### src/rtl/shift_add_multiplier_pkg.sv
// Shared definitions for the shift-and-add multiplier: FSM encodings,
// default operand width and the iteration-counter width helper.
package shift_add_multiplier_pkg;

    typedef enum logic [1:0] {
        IDLE = 2'b00,
        RUN  = 2'b01,
        DONE = 2'b10
    } state_t;

    localparam int DEFAULT_WIDTH = 4;

    // Counter must hold the value WIDTH itself, hence WIDTH+1.
    function automatic int cnt_width(input int width);
        return $clog2(width + 1);
    endfunction

endpackage

### src/rtl/shift_add_multiplier_adder.sv
// 4-bit ripple-carry adder used as the multiplier's accumulate datapath.
module shift_add_multiplier_adder (
    input  logic [3:0] a,
    input  logic [3:0] b,
    input  logic       cin,
    output logic [3:0] sum,
    output logic       cout
);

    logic [4:0] carry;

    assign carry[0] = cin;

    generate
        for (genvar gi = 0; gi < 4; gi++) begin : g_fa
            assign sum[gi]     = a[gi] ^ b[gi] ^ carry[gi];
            assign carry[gi+1] = (a[gi] & b[gi]) | (carry[gi] & (a[gi] ^ b[gi]));
        end
    endgenerate

    assign cout = carry[4];

endmodule

### src/rtl/shift_add_multiplier.sv
// Sequential unsigned multiplier: one conditional add plus right shift of
// {C,A,Q} per clock, WIDTH iterations, product reported with a done pulse.
module shift_add_multiplier
    import shift_add_multiplier_pkg::*;
#(
    parameter int WIDTH = DEFAULT_WIDTH
) (
    input  logic               clk,
    input  logic               rst,
    input  logic               start,
    input  logic [WIDTH-1:0]   multiplicand,
    input  logic [WIDTH-1:0]   multiplier,
    output logic               busy,
    output logic               done,
    output logic [2*WIDTH-1:0] product
);

    localparam int CW = cnt_width(WIDTH);

    state_t             state_reg, state_next;
    logic [WIDTH-1:0]   a_reg, a_next;
    logic [WIDTH-1:0]   q_reg, q_next;
    logic [WIDTH-1:0]   m_reg, m_next;
    logic               c_reg, c_next;
    logic [CW-1:0]      count_reg, count_next;
    logic [2*WIDTH-1:0] product_reg, product_next;

    logic [WIDTH-1:0]   add_sum;
    logic               add_cout;
    logic [WIDTH-1:0]   acc_a;
    logic               acc_c;
    logic [2*WIDTH:0]   shifted;

    generate
        if (WIDTH == 4) begin : g_rca
            shift_add_multiplier_adder u_adder (
                .a    (a_reg),
                .b    (m_reg),
                .cin  (1'b0),
                .sum  (add_sum),
                .cout (add_cout)
            );
        end else begin : g_beh
            assign {add_cout, add_sum} = {1'b0, a_reg} + {1'b0, m_reg};
        end
    endgenerate

    // Add and shift both come from the pre-edge registers; carry lands in
    // the top of A after the shift, so nothing is lost.
    assign acc_a   = q_reg[0] ? add_sum  : a_reg;
    assign acc_c   = q_reg[0] ? add_cout : 1'b0;
    assign shifted = {1'b0, acc_c, acc_a, q_reg[WIDTH-1:1]};

    always_ff @(posedge clk) begin
        if (rst) begin
            state_reg   <= IDLE;
            a_reg       <= '0;
            q_reg       <= '0;
            m_reg       <= '0;
            c_reg       <= 1'b0;
            count_reg   <= '0;
            product_reg <= '0;
        end else begin
            state_reg   <= state_next;
            a_reg       <= a_next;
            q_reg       <= q_next;
            m_reg       <= m_next;
            c_reg       <= c_next;
            count_reg   <= count_next;
            product_reg <= product_next;
        end
    end

    always_comb begin
        state_next   = state_reg;
        a_next       = a_reg;
        q_next       = q_reg;
        m_next       = m_reg;
        c_next       = c_reg;
        count_next   = count_reg;
        product_next = product_reg;

        unique case (state_reg)
            IDLE, DONE: begin
                state_next = IDLE;
                if (start) begin
                    m_next     = multiplicand;
                    q_next     = multiplier;
                    a_next     = '0;
                    c_next     = 1'b0;
                    count_next = CW'(WIDTH);
                    state_next = RUN;
                end
            end
            RUN: begin
                a_next     = shifted[2*WIDTH-1:WIDTH];
                q_next     = shifted[WIDTH-1:0];
                c_next     = shifted[2*WIDTH];
                count_next = count_reg - CW'(1);
                if (count_reg == CW'(1)) begin
                    product_next = shifted[2*WIDTH-1:0];
                    state_next   = DONE;
                end
            end
            default: state_next = IDLE;
        endcase
    end

    assign busy    = (state_reg == RUN);
    assign done    = (state_reg == DONE);
    assign product = product_reg;

endmodule

### config.mk
export PLATFORM = sky130hd
export DESIGN_NAME = shift_add_multiplier
export DESIGN_NICKNAME = d
export VERILOG_FILES = /design/src/rtl/shift_add_multiplier_pkg.sv /design/src/rtl/shift_add_multiplier_adder.sv /design/src/rtl/shift_add_multiplier.sv
export SDC_FILE = /design/constraint.sdc
export NUM_CORES = 1
export LEC_CHECK = 0
export ABC_AREA = 1
export CAP_MARGIN = 20
export CORE_UTILIZATION = 50
export DETAILED_ROUTE_END_ITERATION = 10
export PLACE_DENSITY = 0.84
export SETUP_SLACK_MARGIN = 0.05
export SLEW_MARGIN = 5
export SYNTH_ARGS = -nofsm -noshare
export SYNTH_HDL_FRONTEND = slang
export SYNTH_SLANG_ARGS = --single-unit
### constraint.sdc
create_clock -name clk -period 3 [get_ports clk]
set_clock_uncertainty 0.1 [all_clocks]
set_input_delay 0.6 -clock clk [delete_from_list [all_inputs] [get_ports clk]]
set_output_delay 0.6 -clock clk [all_outputs]
set_load 0.02 [all_outputs]
# --- After elaboration in Yosys (flattened, before gate mapping) ---
# Index checks and enable logic that the tools add are counted.
word_totals:
  regBits: 25
  inputBits: 11
  elab_cells: 46
op_classes:
  add_sub_neg: 1
  eq_ne: 5
  mux: 11
  bitwise_logic: 17
  reduce_logical: 6
ops:
  columns: ["cell", "count"]
  rows:
  - ["$pmux 4 s2", 2]
  - ["$mux 4", 3]
  - ["$and 1x1->1", 7]
  - ["$xor 1x1->1", 7]
  - ["$pmux 3 s2", 1]
  - ["$reduce_and 2->1", 3]
  - ["$pmux 2 s2", 1]
  - ["$eq 3x1->1 const B", 1]
  - ["$mux 3", 1]
  - ["$or 1x1->1", 3]
  - ["$sub 3x1->3 const B", 1]
  - ["$eq 2x1->1 const B", 1]
  - ["$eq 2x2->1 const B", 1]
  - ["$logic_not 2->1", 1]
  - ["$mux 1", 2]
  - ["$mux 2", 1]
  - ["$ne 2x1->1 const B", 1]
  - ["$ne 2x2->1 const B", 1]
  - ["$reduce_bool 2->1", 1]
  - ["$reduce_or 2->1", 1]

# --- Logic depth before layout (Yosys ltp) ---
# Gate-level depths: netlist (run 1).
depth:
  word_depth: 9
  ltp_mapped: 8
  ltp_nobuf: 8

# --- Modules after synthesis ---
# A second synthesis (run 1) with hierarchy kept.
hier_totals:
  cells_unflattened: 166
  area_unflattened_um2: 1217.4
by_module_without_submodules:
  columns: ["mod", "instances", "cells_per_inst", "area_each_um2"]
  rows:
  - ["shift_add_multiplier", 1, 152, 1099.8]
  - ["shift_add_multiplier_adder", 1, 14, 117.6]

# --- Worst setup path before layout (run 1) ---
# Ideal clock, no wire load.
synth_timing:
  path_type: "register -> register"
  from: "register a_reg[0]"
  to: "register a_reg[2]"
  setup_ns: 0.070
  arrival_time_ns: 2.006
  required_ns: 2.830
  setup_slack_ns: 0.824
  path_stages_with_launch: 9
  path_buffers: 0
  synth_period_minus_slack_ns: 2.176
  cell_sequence: "dfxtp_1 > ha_1 > fa_1 > fa_1 > fa_1 > nand2_1 > nand2_1 > nand2_1 > a21oi_1"
synth_via:
  elab_chain_cells: 8
synth_lines:
  columns: ["element", "line_no", "source"]
  rows:
  - ["start: declaration", "shift_add_multiplier.sv:21", "logic [WIDTH-1:0] a_reg, a_next;"]
  - ["start signal: assignment", "shift_add_multiplier.sv:65", "a_reg <= a_next;"]
  - ["$and 1x1->1 (2 in a row)", "shift_add_multiplier_adder.sv:17", "assign carry[gi+1] = (a[gi] & b[gi]) | (carry[gi] & (a[gi] ^ b[gi]));"]
  - ["$or 1x1->1", "shift_add_multiplier_adder.sv:17", null]
  - ["$and 1x1->1", "shift_add_multiplier_adder.sv:17", null]
  - ["$or 1x1->1", "shift_add_multiplier_adder.sv:17", null]
  - ["$xor 1x1->1", "shift_add_multiplier_adder.sv:16", "assign sum[gi] = a[gi] ^ b[gi] ^ carry[gi];"]
  - ["$mux 4", "shift_add_multiplier.sv:50", "assign acc_a = q_reg[0] ? add_sum : a_reg;"]
  - ["$pmux 4 s2", "shift_add_multiplier.sv:83", "unique case (state_reg)"]
# No other way between the ends.
# A chain may end at the register's enable or synchronous reset.

# --- Worst setup path in the final report (run 1) ---
layout_timing:
  from: "register state_reg[0]"
  to: "output port busy"
layout_via:
  elab_chain_cells: 1
layout_lines:
  columns: ["element", "line_no", "source"]
  rows:
  - ["start: declaration", "shift_add_multiplier.sv:20", "state_t state_reg, state_next;"]
  - ["start signal: assignment", "shift_add_multiplier.sv:64", "state_reg <= state_next;"]
  - ["$eq 2x1->1", "shift_add_multiplier.sv:109", "assign busy = (state_reg == RUN);"]
  - ["end: declaration", "shift_add_multiplier.sv:13", "output logic busy,"]
# No other way between the ends.

==> summary.txt, run 1 <==
Place
  • IO buf count: 20
  • HPWL Detailed: between 1500 and 2000 µm
  • Inst Count DP: a little under 200
  • Routability cong.: roughly 0.91

Min path
  • Worst hold path type: register to register
  • Hold path startpoint: count_reg[1]

CTS
  • Root Driver: clkbuf_4
  • Num Clock Sinks: 25
  • TritonCTS buffer count: 3
  • Htree depth: 1
  • Post-CTS setup buffers: 0
  • Clk pin slew, worst setup/hold paths: around 130 ps
  • CTS tree: yes
  • Hold-fix buffers, CTS: 0
  • Worst skew pair latency: 320 ps
  • Clock Path Buffers: 2
  • Count of cells resized by post-cts repair: 0

Cells and area
  • Share of cells above drive strength 1: between 10% and 20%
  • Multi-input logic area: roughly 560 µm²
  • Storage cell area: about 500 µm²
  • Final core utilization: a little over three fifths
  • Area growth, synth to finish: 19.5%
  • Most frequent cells in the layout: 43 x nand2_1, 25 x dfxtp_1, 20 x nor2_1, 20 x clkdlybuf4s50_1, 13 x inv_1
  • Commonest non-fill, non-tap cell in the layout: nand2_1
  • Filler cells: between 200 and 250
  • Nets: approximately 190
  • Final cell count without fillers: 202
  • Max reg flops: 8
  • N_diodes: 0

Timing
  • Fmax: between 400 and 500 MHz
  • Final Hold Vio Count: 0
  • RSZ-0062 raised after global routing: false
  • Fin Setup TNS: 0 ps
  • Setup-failing EPs final: 0
  • Relative slew slack: just under 70%
  • Final period utilization: 80.8%
  • Time the worst path needs with I/O delays and setup: between 2000 and 2500 ps
  • Worst-Margin Slew: 483 ps
  • Final Max Slew Viols: 0

Global route
  • Total GRT Usage: roughly a fifth
  • Initial antenna violation count: 0
  • Global-route wire length before repair: between 3000 and 4000 µm
  • Number of global-route vias before repair: between 900 and 1000
  • Largest net degree at the start of global routing: 19
  • Total global routing overflow: 0

Worst setup path
  • Max FO, Critical Path: 12
  • Crit path DAT: roughly 1700 ps
  • Kind of end point of the critical path: primary output
  • Reg-to-Reg Start: a_reg[0]
  • CP Launch Point: state_reg[0]
  • Critical Path Source Type: register
  • R2r setup slk: roughly 700 ps
  • Kind of critical path: register to primary output
  • Worst EP required: roughly 2300 ps

Routing
  • Met2 WL: roughly 1100 µm
  • M1 WL: about 1000 µm
  • Antenna Violating Nets Remaining: 0
  • Routed WL: approximately 2200 µm
  • Highest routed layer: met4
  • Post-DR wirelength/cell: about 11 µm
  • TritonRoute pass-1 iters: 4
  • DRT iter0 DRCs: 23
  • Metal3 WL: roughly 47 µm
  • Drt drc: 0
  • Vias per cell: between 4 and 5
  • Via count: 978

Floorplanning
  • Row Count: 17
  • Die ar.: 0.00253 mm²
  • Die Height: between 50 and 60 µm
  • Die Width: ~50 µm
  • Initial Utilization: about 53%
  • I/O pin count: 21
  • Core ar.: roughly 0.0022 mm²

Power
  • Lkg Pwr: approximately 0.64 nW
  • Peak supply drop: approximately 380 µV
  • Pwr Density: between 400 and 500 mW/mm²

Synth
  • Register area share after synthesis: between 40 and 50%
  • Avg Cell Area, Syn: approximately 7.6 µm²
  • Synth Instances: about 150
  • Yosys warns: 0
  • Post-synth net total: around 170
  • Netlist Area Pre-Place: ~0.0012 mm²
  • Synth Register Bits: 25
  • Yosys cell types: 22

Job
  • Max_cap viols: 0

Run status
  • Outcome: complete, no violations
## critical path, cell delays in order (launching register included)
cell and delay, ps:
dfxtp_1 410, inv_2 80, nor2_4 260, clkdlybuf4s50_1 660
## worst paths after layout
path / endpoint / cells past startpoint
hold reg to reg: count_reg[1] / 2
setup reg to reg: a_reg[2] / 8
setup / recovery: busy / 3
hold / removal: count_reg[1] / 2
## report_power, final
group	switching, mW	internal [mW]	total, mW
Combinational	0.0656	0.0447	0.110
Clock	0.0992	0.0499	0.149
Sequential	0.0160	0.351	0.367
Total	0.181	0.446	0.627
## per-stage QoR
step | cell area, µm² | setup WS (ps) | total power, mW | hold slack [ps]
after floorplan | 1160 | 824 | 0.452 | 348
after global placement | 1370 | 782 | 0.480 | 356
after detailed placement | 1370 | 707 | 0.485 | 363
after CTS | 1390 | 565 | 0.630 | 382
after global routing | 1390 | 499 | 0.661 | 400
final | 1390 | 577 | 0.627 | 378
## per-layer routing
layer | GRT usage [%] | vias to the layer above
li1 | - | 517
met1 | 24.0 | 439
met2 | 34.0 | 16
met3 | 3.33 | 6
met4 | 13.3 | 0
met5 | 0 | -
## cells in the mapped netlist (all sizes together)
cell type | number | area [µm²]
dfxtp | 25 | 500
o21ai | 12 | 60.1
clkinv | 1 | 5.00
nand3 | 6 | 30.0
nor3 | 3 | 15.0
xor2 | 1 | 8.76
buf | 4 | 35.0
inv | 17 | 63.8
nor2 | 22 | 97.6
a21oi | 8 | 47.6
ha | 3 | 37.5
nand2 | 48 | 198
or2 | 1 | 6.26
fa | 3 | 60.1
## kinds of logic (layout without fill, tap and decap cells)
kind of cell,count (synthesis),count (layout),share of synthesized area (%)
xor gates and xnor gates,1,1,0.752
and+or+nand+nor,80,80,29.8
AOI/OAI and AO/OA,20,20,9.24
buffers and inverters,22,42,8.91
adders and majority gates,6,6,8.38
DFF,25,25,43.0
## area by class of cell
type / count / share of cell area (%)
clock buffer: 3 / 1.62
clock inverter: 1 / 0.359
inverter: 18 / 4.94
multi-input combinational: 107 / 40.3
sequential: 25 / 35.9
tap: 28 / 2.52
timing repair buffer: 20 / 14.4
Power figures use the tool's default switching activity.
==> run 2: changes to the inputs <==
- clock period: 3 -> 2.4 ns (I/O delays scaled with it)
==> run 2 against run 1 <==
Sequential power grew 25%. Final cell count grew 0.99%. Via count grew 3.3%. Register-to-register slack lost 520 ps. Core utilization grew 0.91 points. Non-clock buffer count grew 2. Clock power grew 26%. Cell area grew 1.4%. Critical path type is now register to register.
==> summary.txt, run 2 (same netlist as run 1, synthesis figures left out) <==
Power
  • Pwr Density: 559 mW/mm² (+24%)
  • Peak supply drop: 329 µV (-14%)
  • Lkg Pwr: 0.646 nW (+0.51%)

Worst setup path
  • R2r setup slk: 170 ps (-520 ps)
  • Max FO, Critical Path: 3 (-9)
  • Worst EP required: 2570 ps (+270 ps)
  • Crit path largest cell delay: 480 ps (-180 ps)
  • Buf/Inv on CP: 0 (-2)
  • Reg-to-Reg End: a_reg[2]
  • CP delay by family, top: adder cells
  • Kind of end point of the critical path: register
  • Critical Path Source Type: register
  • CP Launch Point: a_reg[0]
  • Reg-to-Reg Start: a_reg[0]
  • Critical-path top delay cell: fa_1
  • Worst r2r path cells: 8 (unchanged)
  • CP endpoint: a_reg[2]
  • Critical path depth in cells: 8 (+5)
  • Kind of critical path: register to register
  • Crit-path cells: ha_1 > fa_2 > fa_2 > fa_1 > nand2_1 > nand2_1 > nand2_1 > a21oi_1
  • Crit path DAT: 2390 ps (+670 ps)
  • Most Frequent Cell on Critical Path: nand2_1

Global route
  • Largest net degree at the start of global routing: 19 (unchanged)
  • Number of global-route vias before repair: 944 (+4.2%)
  • Total global routing overflow: 0 (unchanged)
  • Initial antenna violation count: 0 (unchanged)
  • Total GRT Usage: 21.5% (+1.1 points)
  • Global-route wire length before repair: 4020 µm (+5.6%)

Cells and area
  • Post-Layout Inst Area: 0.00141 mm² (+1.4%)
  • Final core utilization: 63.9% (+0.91 points)
  • Filler cells: 198 (-5.3%)
  • Area growth, synth to finish: 21.3%
  • Multi-input logic area: 566 µm² (+0.89%)
  • Commonest non-fill, non-tap cell in the layout: nand2_1
  • Max reg flops: 8 (unchanged)
  • Nets: 194 (+1.0%)
  • N_diodes: 0 (unchanged)
  • Share of cells above drive strength 1: 12.5% (+2.2 points)
  • Storage cell area: 502 µm² (+0.25%)
  • Most frequent cells in the layout: 43 x nand2_1, 24 x dfxtp_1, 20 x nor2_1, 20 x clkdlybuf4s50_1, 13 x inv_1

Floorplanning
  • Die ar.: 0.00253 mm² (unchanged)
  • Initial Utilization: 52.7% (unchanged)
  • Die Height: 50.3 µm (unchanged)
  • Die Width: 50.3 µm (unchanged)
  • Core ar.: 0.00221 mm² (unchanged)
  • I/O pin count: 21 (unchanged)
  • Row Count: 17 (unchanged)

Timing
  • RSZ-0062 raised after global routing: false
  • Worst hold slack: 380 ps (+2.15 ps)
  • Worst-Margin Slew: 461 ps (-22.2 ps)
  • Final Max Slew Viols: 0 (unchanged)
  • Final Hold Vio Count: 0 (unchanged)
  • Final period utilization: between 90% and 100%
  • Fmax: between 400 and 500 MHz
  • Relative slew slack: 69.2% (+1.5 points)
  • Setup-failing EPs final: 0 (unchanged)
  • Fin Setup TNS: 0 ps (unchanged)
  • Final WS setup: 174 ps (-403 ps)
  • Time the worst path needs with I/O delays and setup: roughly 2200 ps

Place
  • Placed inst area: 0.00138 mm² (+1.1%)
  • Setup WS pre-CTS: 124 ps (-584 ps)
  • Routability cong.: 0.887 (-2.9%)
  • HPWL Detailed: 1680 µm (+0.12%)
  • IO buf count: 20 (unchanged)

CTS
  • Worst skew pair latency: 320 ps (about the same)
  • Post-CTS setup buffers: 0 (unchanged)
  • CTS tree: yes
  • TritonCTS buffer count: 3 (unchanged)
  • Root Driver: clkbuf_4
  • Clk pin slew, worst setup/hold paths: 130 ps (about the same)
  • Num Clock Sinks: 25 (unchanged)
  • Hold-fix buffers, CTS: 0 (unchanged)
  • Htree depth: 1 (unchanged)
  • Clock Path Buffers: 2 (unchanged)
  • Count of cells resized by post-cts repair: 0 (unchanged)

Routing
  • Drt drc: 0 (unchanged)
  • DRT iter0 DRCs: 30 (+30%)
  • Post-DR wirelength/cell: 11.5 µm (+3.4%)
  • Via count: 1010 (+3.3%)
  • TritonRoute pass-1 iters: 4 (unchanged)
  • Vias per cell: 4.95 (+2.3%)
  • Antenna Violating Nets Remaining: 0 (unchanged)
  • Routed WL: 2350 µm (+4.4%)

Job
  • Max_cap viols: 0 (unchanged)

Run status
  • Outcome: complete, no violations

Min path
  • Worst hold path type: register to register
  • Hold path cells: 2 (unchanged)
## run 2: worst min path at each step
stage	startpoint	to	slack (ps)
finish	product[3]	product[3]	380
global route	product[7]	product[7]	400
global placement	product[7]	product[7]	360
detailed placement	product[7]	product[7]	360
CTS	product[3]	product[3]	380
floorplan	count_reg[1]	count_reg[1]	350
## run 2: cell type report
cell class,instances,share of cell area [%]
sequential,25,35.5
timing repair buffer,22,15.2
tap,28,2.48
inverter,18,4.87
clock buffer,4,1.86
multi-input combinational,107,40.0
## run 2: tightest hold or removal path, stage by stage (launching register included)
cell and delay (ps):
dfxtp_1 330, nand3_1 70, nand2_1 50
## run 2: per-stage QoR
step | std cells | power [mW]
floorplan | 154 | 0.565
global placement | 200 | 0.604
detailed placement | 200 | 0.609
CTS | 204 | 0.798
global route | 204 | 0.834
finish | 204 | 0.789
## run 2: report_power, final
| group | total, mW | internal, mW | leakage [nW] | switching [mW] |
|---|---|---|---|---|
| logic | 0.143 | 0.0595 | 0.426 | 0.0839 |
| clock network | 0.187 | 0.0652 | 0.0150 | 0.122 |
| registers | 0.459 | 0.439 | 0.205 | 0.0198 |
## run 2: routing by layer
| layer | up-vias | wire [µm] | GRT usage [%] |
|---|---|---|---|
| met5 | - | 0 | 0 |
| met4 | 0 | 65 | 15.7 |
| met3 | 7 | 68 | 3.33 |
| met2 | 22 | 1170 | 35.6 |
| met1 | 461 | 1050 | 25.0 |
| li1 | 520 | - | - |
==> run 3: changes to the inputs <==
- CAP_MARGIN: 20 -> not set
==> results of run 3 <==
No change in the layout: final DEF, timing and power equal those of run 2.
